## src/rtl/alu_issue_stage.sv

```systemverilog
// rtl/alu_issue_stage.sv - operand issue FIFO and registered result slot around the combinational logic unit
// Optional statistics counters are built only when ALU_ISSUE_STATS_EN is defined.
module alu_issue_stage #(
  parameter int WIDTH = 32,
  parameter int DEPTH = 4,
  parameter int TAG_W = 4
) (
  input  logic                     clk,
  input  logic                     rst,
  input  logic                     in_valid,
  output logic                     in_ready,
  input  logic [WIDTH-1:0]         in_a,
  input  logic [WIDTH-1:0]         in_b,
  input  logic [4:0]               in_op,
  input  logic [TAG_W-1:0]         in_tag,
  output logic [WIDTH-1:0]         alu_a,
  output logic [WIDTH-1:0]         alu_b,
  output logic [4:0]               alu_op,
  input  logic [WIDTH-1:0]         alu_result,
  output logic                     out_valid,
  input  logic                     out_ready,
  output logic [WIDTH-1:0]         out_result,
  output logic [TAG_W-1:0]         out_tag,
  output logic                     out_zero,
  output logic                     out_illegal,
  output logic [$clog2(DEPTH):0]   count,
  output logic [15:0]              stat_issued,
  output logic [15:0]              stat_illegal
);

  localparam int AW = $clog2(DEPTH);
  localparam logic [AW:0]       FULL_COUNT = (AW+1)'(DEPTH);
  localparam logic [WIDTH-1:0]  SHAMT_MASK = WIDTH'(WIDTH - 1);
  localparam logic [4:0]        OP_FIRST   = 5'd1;
  localparam logic [4:0]        OP_LAST    = 5'd12;
  localparam logic [4:0]        OP_SRL     = 5'd7;
  localparam logic [4:0]        OP_SLL     = 5'd9;

  logic [WIDTH-1:0] a_mem   [DEPTH];
  logic [WIDTH-1:0] b_mem   [DEPTH];
  logic [4:0]       op_mem  [DEPTH];
  logic [TAG_W-1:0] tag_mem [DEPTH];

  logic [AW-1:0]    wr_ptr;
  logic [AW-1:0]    rd_ptr;

  logic             empty;
  logic             push;
  logic             issue;
  logic [WIDTH-1:0] head_a;
  logic [WIDTH-1:0] head_b;
  logic [4:0]       head_op;
  logic [TAG_W-1:0] head_tag;
  logic             head_legal;
  logic             head_shift;
  logic [WIDTH-1:0] loaded_result;

  assign empty    = (count == '0);
  assign in_ready = (count < FULL_COUNT);
  assign push     = in_valid && in_ready;
  assign issue    = !empty && (!out_valid || out_ready);

  assign head_a   = a_mem[rd_ptr];
  assign head_b   = b_mem[rd_ptr];
  assign head_op  = op_mem[rd_ptr];
  assign head_tag = tag_mem[rd_ptr];

  assign head_legal = (head_op >= OP_FIRST) && (head_op <= OP_LAST);
  assign head_shift = (head_op >= OP_SRL) && (head_op <= OP_SLL);

  // Present the FIFO head to the logic unit; zeros when empty, shift amounts masked to the operand width.
  always_comb begin
    alu_a  = '0;
    alu_b  = '0;
    alu_op = 5'b00000;
    if (!empty) begin
      alu_a  = head_a;
      alu_b  = head_shift ? (head_b & SHAMT_MASK) : head_b;
      alu_op = head_op;
    end
  end

  // Illegal opcodes never let the logic unit's output through.
  assign loaded_result = head_legal ? alu_result : '0;

  // FIFO storage; contents need no reset because count gates every read.
  always_ff @(posedge clk) begin
    if (push) begin
      a_mem[wr_ptr]   <= in_a;
      b_mem[wr_ptr]   <= in_b;
      op_mem[wr_ptr]  <= in_op;
      tag_mem[wr_ptr] <= in_tag;
    end
  end

  // Pointers wrap naturally because DEPTH is a power of two; count tracks push/pop balance.
  always_ff @(posedge clk) begin
    if (rst) begin
      wr_ptr <= '0;
      rd_ptr <= '0;
      count  <= '0;
    end else begin
      if (push) begin
        wr_ptr <= wr_ptr + 1'b1;
      end
      if (issue) begin
        rd_ptr <= rd_ptr + 1'b1;
      end
      case ({push, issue})
        2'b10:   count <= count + 1'b1;
        2'b01:   count <= count - 1'b1;
        default: count <= count;
      endcase
    end
  end

  // Output slot: load on issue, drop valid when consumed; data and flags hold after the drop.
  always_ff @(posedge clk) begin
    if (rst) begin
      out_valid   <= 1'b0;
      out_result  <= '0;
      out_tag     <= '0;
      out_zero    <= 1'b0;
      out_illegal <= 1'b0;
    end else if (issue) begin
      out_valid   <= 1'b1;
      out_result  <= loaded_result;
      out_tag     <= head_tag;
      out_zero    <= (loaded_result == '0);
      out_illegal <= !head_legal;
    end else if (out_ready) begin
      out_valid   <= 1'b0;
    end
  end

`ifdef ALU_ISSUE_STATS_EN
  logic [15:0] issued_cnt;
  logic [15:0] illegal_cnt;

  // Saturating issue and illegal-issue counters.
  always_ff @(posedge clk) begin
    if (rst) begin
      issued_cnt  <= '0;
      illegal_cnt <= '0;
    end else if (issue) begin
      if (issued_cnt != 16'hFFFF) begin
        issued_cnt <= issued_cnt + 16'd1;
      end
      if (!head_legal && (illegal_cnt != 16'hFFFF)) begin
        illegal_cnt <= illegal_cnt + 16'd1;
      end
    end
  end

  assign stat_issued  = issued_cnt;
  assign stat_illegal = illegal_cnt;
`else
  assign stat_issued  = 16'd0;
  assign stat_illegal = 16'd0;
`endif

endmodule
```

## config.mk

```make
export PLATFORM = sky130hd
export DESIGN_NAME = alu_issue_stage
export DESIGN_NICKNAME = d
export VERILOG_FILES = /design/src/rtl/alu_issue_stage.sv
export SDC_FILE = /design/constraint.sdc
export NUM_CORES = 1
export LEC_CHECK = 0
export BUFFER_PORTS_ARGS = -buffer_cell sky130_fd_sc_hd__buf_2
export CAP_MARGIN = 0
export CORE_MARGIN = 1
export CORE_UTILIZATION = 50
export DETAILED_ROUTE_END_ITERATION = 12
export GPL_TIMING_DRIVEN = 0
export PLACE_DENSITY = 0.75
export SYNTH_ARGS = -nofsm -noshare
export SYNTH_HDL_FRONTEND = slang
export SYNTH_SLANG_ARGS = --single-unit
```

## constraint.sdc

```tcl
create_clock -name clk -period 7.3 [get_ports clk]
set_clock_uncertainty 0.2 [all_clocks]
set_input_delay 0.73 -clock clk [delete_from_list [all_inputs] [get_ports clk]]
set_output_delay 0.73 -clock clk [all_outputs]
set_load 0.01 [all_outputs]
```

==> impl_metrics.toml, run 1 <==
[run_status]
outcome = "complete, no violations"

[floorplanning]
die_h_um = 164
dieArea_um2 = 26900
rows = 58
core_um2 = 25500
ios = 253
initial_utilization_pct = 51.5
die_w_um = 164

[routing]
drc_errors = 0
routed_via_density = 5.34
drtIter0Drc = 350
ant_nets = 0
routed_wl_um = 26500
post_drt_wl_per_cell_um = 20.3
vias = 6967
first_pass_iters = 7

[global_route]
overflow = 0
grt_pass1_wl_um = 39500
grt_start_max_net_pins = 55
antenna_found_initial = 3
grt_pass1_vias = 7125
track_usage_pct = 19.9

[timing]
setup_tns_ns = 0
fmax_mhz = 257
finalHoldViolations = 0
fin_crit_ns = 3.89
finalSetupViolations = 0
period_share_pct = 53.3
worst_slew_pin_slew_ns = 1.07
rsz0062_at_grt = "false"
slew_violations = 0
slew_headroom_pct = 28.1

[clock_tree]
cts_buffers = 35
htreeDepth = 2
path_clk_slew_ns = 0.06
clk_latency_ns = 0.50
postCtsResizedCells = 0
clock_sinks = 340
cts_max_path_buffers = 3
tritoncts = "yes"
root_buffer = "clkbuf_16"
cts_setup_buffers = 0
cts_hold_buf = 0

[run]
maxCapViolCount = 0

[final_layout]
fillers = 1828
final_area_um2 = 16000
syn_to_final_growth_pct = 21.7
finalNetCount = 1064
drive_gt1_share_pct = 41.7

[critical_path]
arrival_ns = 2.96
endpoint_kind = "primary output"
startpoint_type = "register"
crit_fanout = 10
path_class = "register to primary output"
rr_startpoint = "count[2]"
cp.required_ns = 6.37

[synth]
synth.cell_area_um2 = 13100
avgSynthCellArea_um2 = 19.9
ys_seq_area_share_pct = 74.2
synth-main-ff-cell = "edfxtp_1"
async_flop_share_pct = 0
yosys_warnings = 0
synth_seq_cells = 340
synth_edf_count = 292
yosysUniqueCellTypes = 38
syn_inst = 658

[hold_path]
hp-start = "in_a[24]"
hp-class = "primary input to register"

[power_and_ir_drop]
leakage_nw = 5.85
peakVddDrop_uv = 264
power.density_nw_per_um2 = 380

[placed_design]
routabilityCongestion = 0.743
dpl.hpwl_um = 17400
port_buffers = 219
place_area_um2 = 14900
==> critical path: stages, from the launching register on <==
cell,delay (ns)
dfxtp_1,0.31
clkbuf_1,0.29
clkbuf_1,0.51
clkbuf_1,0.54
mux4_2,0.32
nor3b_1,0.29
buf_2,0.19
==> path summary, 6_finish.rpt <==
check,endpoint,slack [ns],cells past startpoint
worst max-delay path,alu_b[24],3.41,6
worst min register to register,out_result[26],0.27,1
worst min-delay path,a_mem[1][24],0.24,1
worst max register to register,out_result[15],4.13,5
==> power by group <==
group,leakage [nW],total [W],internal [W],switching [W]
clock,0.544,0.00169,0.00102,0.000677
sequential,3.07,0.00244,0.00237,0.0000752
combinational,2.24,0.00193,0.000868,0.00106
total,5.85,0.00607,0.00425,0.00182
==> through the flow <==
stage               worst slack [ns]  utilization (%)  cells  hold slack, ns  total power, W
finish                          3.41             62.7   1304           0.236         0.00607
global route                    3.11             62.7   1303           0.218         0.00637
CTS                             3.26             62.7   1302           0.214         0.00615
detailed placement              3.84             58.3   1242           0.251         0.00445
global placement                2.29             57.9   1238           0.252         0.00442
floorplan                       3.85                -    689           0.297         0.00373
==> metal layers <==
metal	GRT usage, %	wire length (µm)	vias up	share of wire, %
met5	0	12	-	0.045
met4	5.47	527	2	2.0
met3	6.41	2280	46	8.6
met2	34.2	13100	263	50
met1	24.1	10500	3495	40
li1	-	-	3161	-
==> synth_stat cells, drive strengths merged, types with 2 or more instances <==
master / count / area share [%]
nor2: 17 / 0.49
nand4: 2 / 0.095
a211oi: 2 / 0.11
a21oi: 5 / 0.28
nor3b: 28 / 2.0
edfxtp: 292 / 67
and2: 4 / 0.19
clkbuf: 21 / 0.60
xor2: 2 / 0.13
nor3: 2 / 0.11
buf: 47 / 2.7
mux2i: 4 / 0.31
nor2b: 45 / 2.1
ha: 5 / 0.48
inv: 7 / 0.20
dfxtp: 48 / 7.3
a22o: 32 / 2.1
nor4: 9 / 0.48
mux4: 73 / 13
xnor2: 3 / 0.20
==> placed cells by master, fill, tap and decap left out, drive strengths merged, types with 3 or more instances in the layout <==
cell    synthesis  layout
a21oi           5       5
a22o           32      32
and2            4       4
buf            47     270
clkbuf         21      66
clkinv          0      13
conb            1      32
dfxtp          48      48
edfxtp        292     292
ha              5       5
inv             7       7
mux2i           4       4
mux4           73      73
nor2           17      17
nor2b          45      45
nor3b          28      28
nor4            9       9
xnor2           3       3
==> area by class of cell <==
class | count | area [µm²] | share of cell area (%)
diodes | 2 | 5.00 | 0.0313
plain buffers | 68 | 433 | 2.71
clock buffers | 45 | 986 | 6.18
clock inverters | 15 | 115 | 0.721
inverters | 7 | 26.3 | 0.165
multi-input cells | 274 | 3050 | 19.1
flip-flops and latches | 340 | 9730 | 60.9
well taps | 330 | 413 | 2.59
repair buffers | 223 | 1210 | 7.55
==> sequential cells by signal, indices dropped and copies added (netlist names), 2 cells and up, named ones only <==
| name | cells |
|---|---|
| wr_ptr | 2 |
| op_mem | 20 |
| out_tag | 4 |
| out_result | 32 |
| b_mem | 128 |
| a_mem | 128 |
| tag_mem | 16 |
| count | 3 |
| rd_ptr | 2 |
==> logic make-up (layout without fill, tap and decap cells) <==
| kind of cell | count (synthesis) | count (layout) | share of synthesized area, % |
|---|---|---|---|
| xor+xnor | 5 | 5 | 0.334 |
| other cells | 1 | 34 | 0.0286 |
| mux | 77 | 77 | 12.8 |
| simple gates | 112 | 112 | 5.80 |
| compound gates | 42 | 42 | 2.68 |
| buf+inv | 75 | 358 | 3.50 |
| fa+ha+maj | 6 | 6 | 0.630 |
| flops | 340 | 340 | 74.2 |
No activity file was read; power rests on OpenSTA's default activity.
==> inputs of run 2 (changes only) <==
==> constraint.sdc (replaced) <==
create_clock -name clk -period 4 [get_ports clk]
set_clock_uncertainty 0.2 [all_clocks]
set_input_delay 0.4 -clock clk [delete_from_list [all_inputs] [get_ports clk]]
set_output_delay 0.4 -clock clk [all_outputs]
set_load 0.01 [all_outputs]
==> impl_metrics.toml, run 2 (synthesis gave the netlist of run 1 again) <==
[run_status]
outcome = "complete, no violations"

[floorplanning]
initial_utilization_pct = 51.5
rows = 58
dieArea_um2 = 26900
die_h_um = 164
die_w_um = 164
ios = 253
core_um2 = 25500

[routing]
drc_errors = 0
post_drt_wl_per_cell_um = 20.4
ant_nets = 0
vias = 7506
drtIter0Drc = 363
routed_via_density = 5.32
routed_wl_um = 28800
first_pass_iters = 5

[critical_path]
crit_buf_inv = 4
path_class = "register to primary output"
r2r-end = "out_result[15]"
rrSetupSlack_ns = 0.70
crit_path_cell_trace = "clkbuf_1 -> clkbuf_1 -> clkbuf_1 -> mux4_2 -> nor3b_1 -> buf_2"
arrival_ns = 3.04
endpoint_kind = "primary output"
cp_top_family = "buffers and inverters"
r2r_cells = 5
rr_startpoint = "count[2]"
startpoint_type = "register"
cp_common_cell = "clkbuf_1"
max_stage_delay_ns = 0.53
crit_slowest_cell = "clkbuf_1"
crit_fanout = 10
cp.required_ns = 3.40

[power_and_ir_drop]
leakage_nw = 6.30
p_total_w = 0.0112
power.density_nw_per_um2 = 659
peakVddDrop_uv = 467

[timing]
fin_crit_ns = 3.64
whs_ns = 0.0488
slew_headroom_pct = 24.5
fmax_mhz = 275
worst_slew_pin_slew_ns = 1.13
setup_tns_ns = 0
slew_violations = 0
finalHoldViolations = 0
period_share_pct = 91.1
rsz0062_at_grt = "false"
finalSetupViolations = 0

[hold_path]
whs_path_depth = 2
hp-start = "rst"
hp-class = "primary input to register"

[clock_tree]
root_buffer = "clkbuf_16"
postCtsResizedCells = 0
tritoncts = "yes"
clock_sinks = 340
cts_max_path_buffers = 3
cts_hold_buf = 106
htreeDepth = 2
clk_latency_ns = 0.50
path_clk_slew_ns = 0.06
cts_buffers = 35
cts_setup_buffers = 0

[placed_design]
routabilityCongestion = 0.743
dpl.hpwl_um = 17400
dp.cells = 1242
place_area_um2 = 14900
port_buffers = 219

[final_layout]
syn_to_final_growth_pct = 29.8
final_common_cell = "edfxtp_1"
regArea_um2 = 9730
final_area_um2 = 17000
drive_gt1_share_pct = 37.6
largestRegisters = "a_mem x128, b_mem x128, out_result x32"
finalNetCount = 1170
instances_no_fill = 1410
most-common-layout-cells = "292 x edfxtp_1, 226 x buf_2, 106 x dlygate4sd3_1"
multi_input_area_um2 = 3050
fillers = 1693

[global_route]
grt_pass1_wl_um = 43000
track_usage_pct = 21.5
grt_start_max_net_pins = 55
grt_pass1_vias = 7841
overflow = 0
antenna_found_initial = 2

[run]
maxCapViolCount = 0
## run 2: cell count changes in the layout (fill, tap and decap cells not counted), sizes merged
cell | previous run | this run
dlygate4sd3 | 0 | 106
## run 2: stage by stage
stage,utilization (%),setup WS [ns]
floorplan,-,0.876
global placement,57.9,-0.680
detailed placement,58.3,0.689
CTS,66.8,0.292
global route,66.8,0.159
finish,66.8,0.358
## run 2: final cells by class
type / instances / share of cell area [%]
clock inverters: 15 / 0.676
repair buffers: 329 / 13.3
flip-flops and latches: 340 / 57.1
inverters: 7 / 0.154
multi-input cells: 274 / 17.9
well taps: 330 / 2.42
diodes: 2 / 0.0294
plain buffers: 68 / 2.54
clock buffers: 45 / 5.79
## run 2: worst max path at each step
stage                        start             end  cells after the start
after detailed placement  count[2]  out_result[15]                      5
after floorplan           in_valid     a_mem[1][0]                      3
after global placement    in_valid    a_mem[0][27]                      4
after global routing      register       alu_b[24]                      6
final                     register       alu_b[24]                      6
after CTS                 register       alu_b[24]                      6
## run 2: power breakdown
group          leakage (nW)  internal, W  total (W)  switching, W
Sequential             3.07      0.00432    0.00446      0.000143
Clock                 0.544      0.00186    0.00311       0.00125
Combinational          2.68      0.00165    0.00365       0.00200
Total                  6.30      0.00783     0.0112       0.00339
## run 2: layer usage
metal	GRT usage [%]	up-vias	wire length, µm
li1	-	3374	-
met1	25.5	3716	11100
met2	37.6	349	14300
met3	6.14	67	2510
met4	7.49	0	804
met5	0	-	0
==> inputs of run 3 (changes only) <==
--- a/config.mk
+++ b/config.mk
@@ -11,7 +11,7 @@
 export CORE_UTILIZATION = 50
 export DETAILED_ROUTE_END_ITERATION = 12
 export GPL_TIMING_DRIVEN = 0
-export PLACE_DENSITY = 0.75
+export PLACE_DENSITY = 0.78
 export SYNTH_ARGS = -nofsm -noshare
 export SYNTH_HDL_FRONTEND = slang
 export SYNTH_SLANG_ARGS = --single-unit
==> constraint.sdc (replaced) <==
create_clock -name clk -period 3.14 [get_ports clk]
set_clock_uncertainty 0.2 [all_clocks]
set_input_delay 0.314 -clock clk [delete_from_list [all_inputs] [get_ports clk]]
set_output_delay 0.314 -clock clk [all_outputs]
set_load 0.01 [all_outputs]
==> impl_metrics.toml, run 3 (synthesis gave the netlist of run 1 again) <==
[run]
maxCapViolCount = 0

[critical_path]
cp.required_ns = 2.63
startpoint_type = "register"
path_class = "register to primary output"
endpoint_kind = "primary output"
crit_fanout = 6
rr_startpoint = "count[2]"
arrival_ns = 2.65

[timing]
fin_crit_ns = 3.16
worst_slack_ns = -0.0245
rsz0062_at_grt = "true"
slew_violations = 0
period_share_pct = 101
fmax_mhz = 316
finalSetupViolations = 8
finalHoldViolations = 0
slew_headroom_pct = 42.6
worst_slew_pin_slew_ns = 0.858

[routing]
drtIter0Drc = 523
routed_wl_um = 28900
ant_nets = 0
first_pass_iters = 4
routed_via_density = 5.35
vias = 7605
post_drt_wl_per_cell_um = 20.3
drc_errors = 0

[power_and_ir_drop]
p_seq_share_pct = 39.7
p_switching_w = 0.00442
pwr-share-comb_pct = 33.6
p_total_w = 0.0144
switching_share_pct = 30.8
p_int_w = 0.00993
peakVddDrop_uv = 555
clkPwrFrac_pct = 26.7
leakage_nw = 6.38
power.density_nw_per_um2 = 837

[final_layout]
finalNetCount = 1181
syn_to_final_growth_pct = 30.8
fillers = 1637
antennaDiodeCount = 0
final_area_um2 = 17200
largestRegisters = "a_mem x128, b_mem x128, out_result x32"
drive_gt1_share_pct = 39.1
instances_no_fill = 1422
final_common_cell = "edfxtp_1"
regArea_um2 = 9730
most-common-layout-cells = "292 x edfxtp_1, 223 x buf_2, 108 x dlygate4sd3_1"
multi_input_area_um2 = 3070

[placed_design]
place_area_um2 = 14900
routabilityCongestion = 0.695
dpl.hpwl_um = 17000
dp.cells = 1242
port_buffers = 219

[global_route]
grt_pass1_wl_um = 42700
grt_start_max_net_pins = 54
grt_pass1_vias = 7868
track_usage_pct = 21.4
overflow = 0
antenna_found_initial = 0

[clock_tree]
clk_latency_ns = 0.51
clock_sinks = 340
root_buffer = "clkbuf_16"
cts_max_path_buffers = 3
cts_buffers = 35
tritoncts = "yes"
htreeDepth = 2
path_clk_slew_ns = 0.06

[floorplanning]
rows = 58
initial_utilization_pct = 51.5
die_h_um = 164
ios = 253
core_um2 = 25500
dieArea_um2 = 26900
die_w_um = 164

[hold_path]
hp-class = "primary input to register"
hp-start = "in_valid"

[run_status]
outcome = "finished with violations"
violations = "negative setup slack"
==> run 3: changes by cell type in the layout (fill, tap and decap cells not counted), sizes merged <==
cell / change
bufinv: -1
dlygate4sd3: +2
diode: -2
buf: +10
clkbuf: -2
clkinv: +4
clkinvlp: +1
==> run 3: cell type report <==
cell class / count / share of cell area, %
clock inverters: 19 / 0.817
repair buffers: 341 / 13.9
flip-flops and latches: 340 / 56.7
multi-input cells: 274 / 17.9
inverters: 7 / 0.153
plain buffers: 67 / 2.69
well taps: 330 / 2.41
clock buffers: 44 / 5.36
==> run 3: repair_timing <==
item	in CTS	in global routing
setup endpoints to repair	79	54
pin swaps	1	8
gates resized for setup	20	2
setup buffers	5	4
endpoints found under the hold margin	327	0
gates cloned	0	1
hold buffers	108	0
==> run 3: final timing paths <==
check                       end  slack, ns  depth (start not counted)
hold reg to reg   out_result[9]       0.27                          1
setup reg to reg       count[2]       0.18                          8
hold / removal        wr_ptr[0]       0.25                          5
setup / recovery      alu_b[11]      -0.02                          8
==> run 3: metal layers <==
metal,up-vias,share of wire (%),track usage [%]
met1,3795,39,25.7
met2,368,51,38.0
li1,3388,-,-
met3,54,8.3,5.30
met5,-,0,0
met4,0,2.2,6.86
==> run 3: stage by stage <==
stage | worst slack [ns] | setup TNS, ns | hold slack [ns] | util [%]
after floorplan | 0.0470 | 0 | 0.213 | -
after global placement | -1.32 | -381.55 | 0.250 | 57.9
after detailed placement | -0.284 | -0.700 | 0.249 | 58.3
after CTS | -0.0882 | -1.26 | 0.241 | 67.1
after global routing | -0.104 | -2.19 | 0.286 | 67.4
final | -0.0245 | -0.110 | 0.254 | 67.4
==> run 3: power groups by stage <==
stage | clock (W) | sequential [W] | combinational, W
2_1_floorplan | 0 | 0.00582 | 0.00286
3_3_place_gp | 0 | 0.00580 | 0.00443
3_5_place_dp | 0 | 0.00577 | 0.00454
4_1_cts | 0.00390 | 0.00570 | 0.00478
5_1_grt | 0.00408 | 0.00575 | 0.00519
6_report | 0.00383 | 0.00570 | 0.00482
==> run 3: critical path, cell delays in order (launching register included) <==
cell and delay (ns):
dfxtp_2 0.33, buf_6 0.12, mux4_2 0.53, or3b_4 0.40, a21oi_4 0.23, buf_12 0.16
clkbuf_16 0.15, nor3b_2 0.05, buf_2 0.17
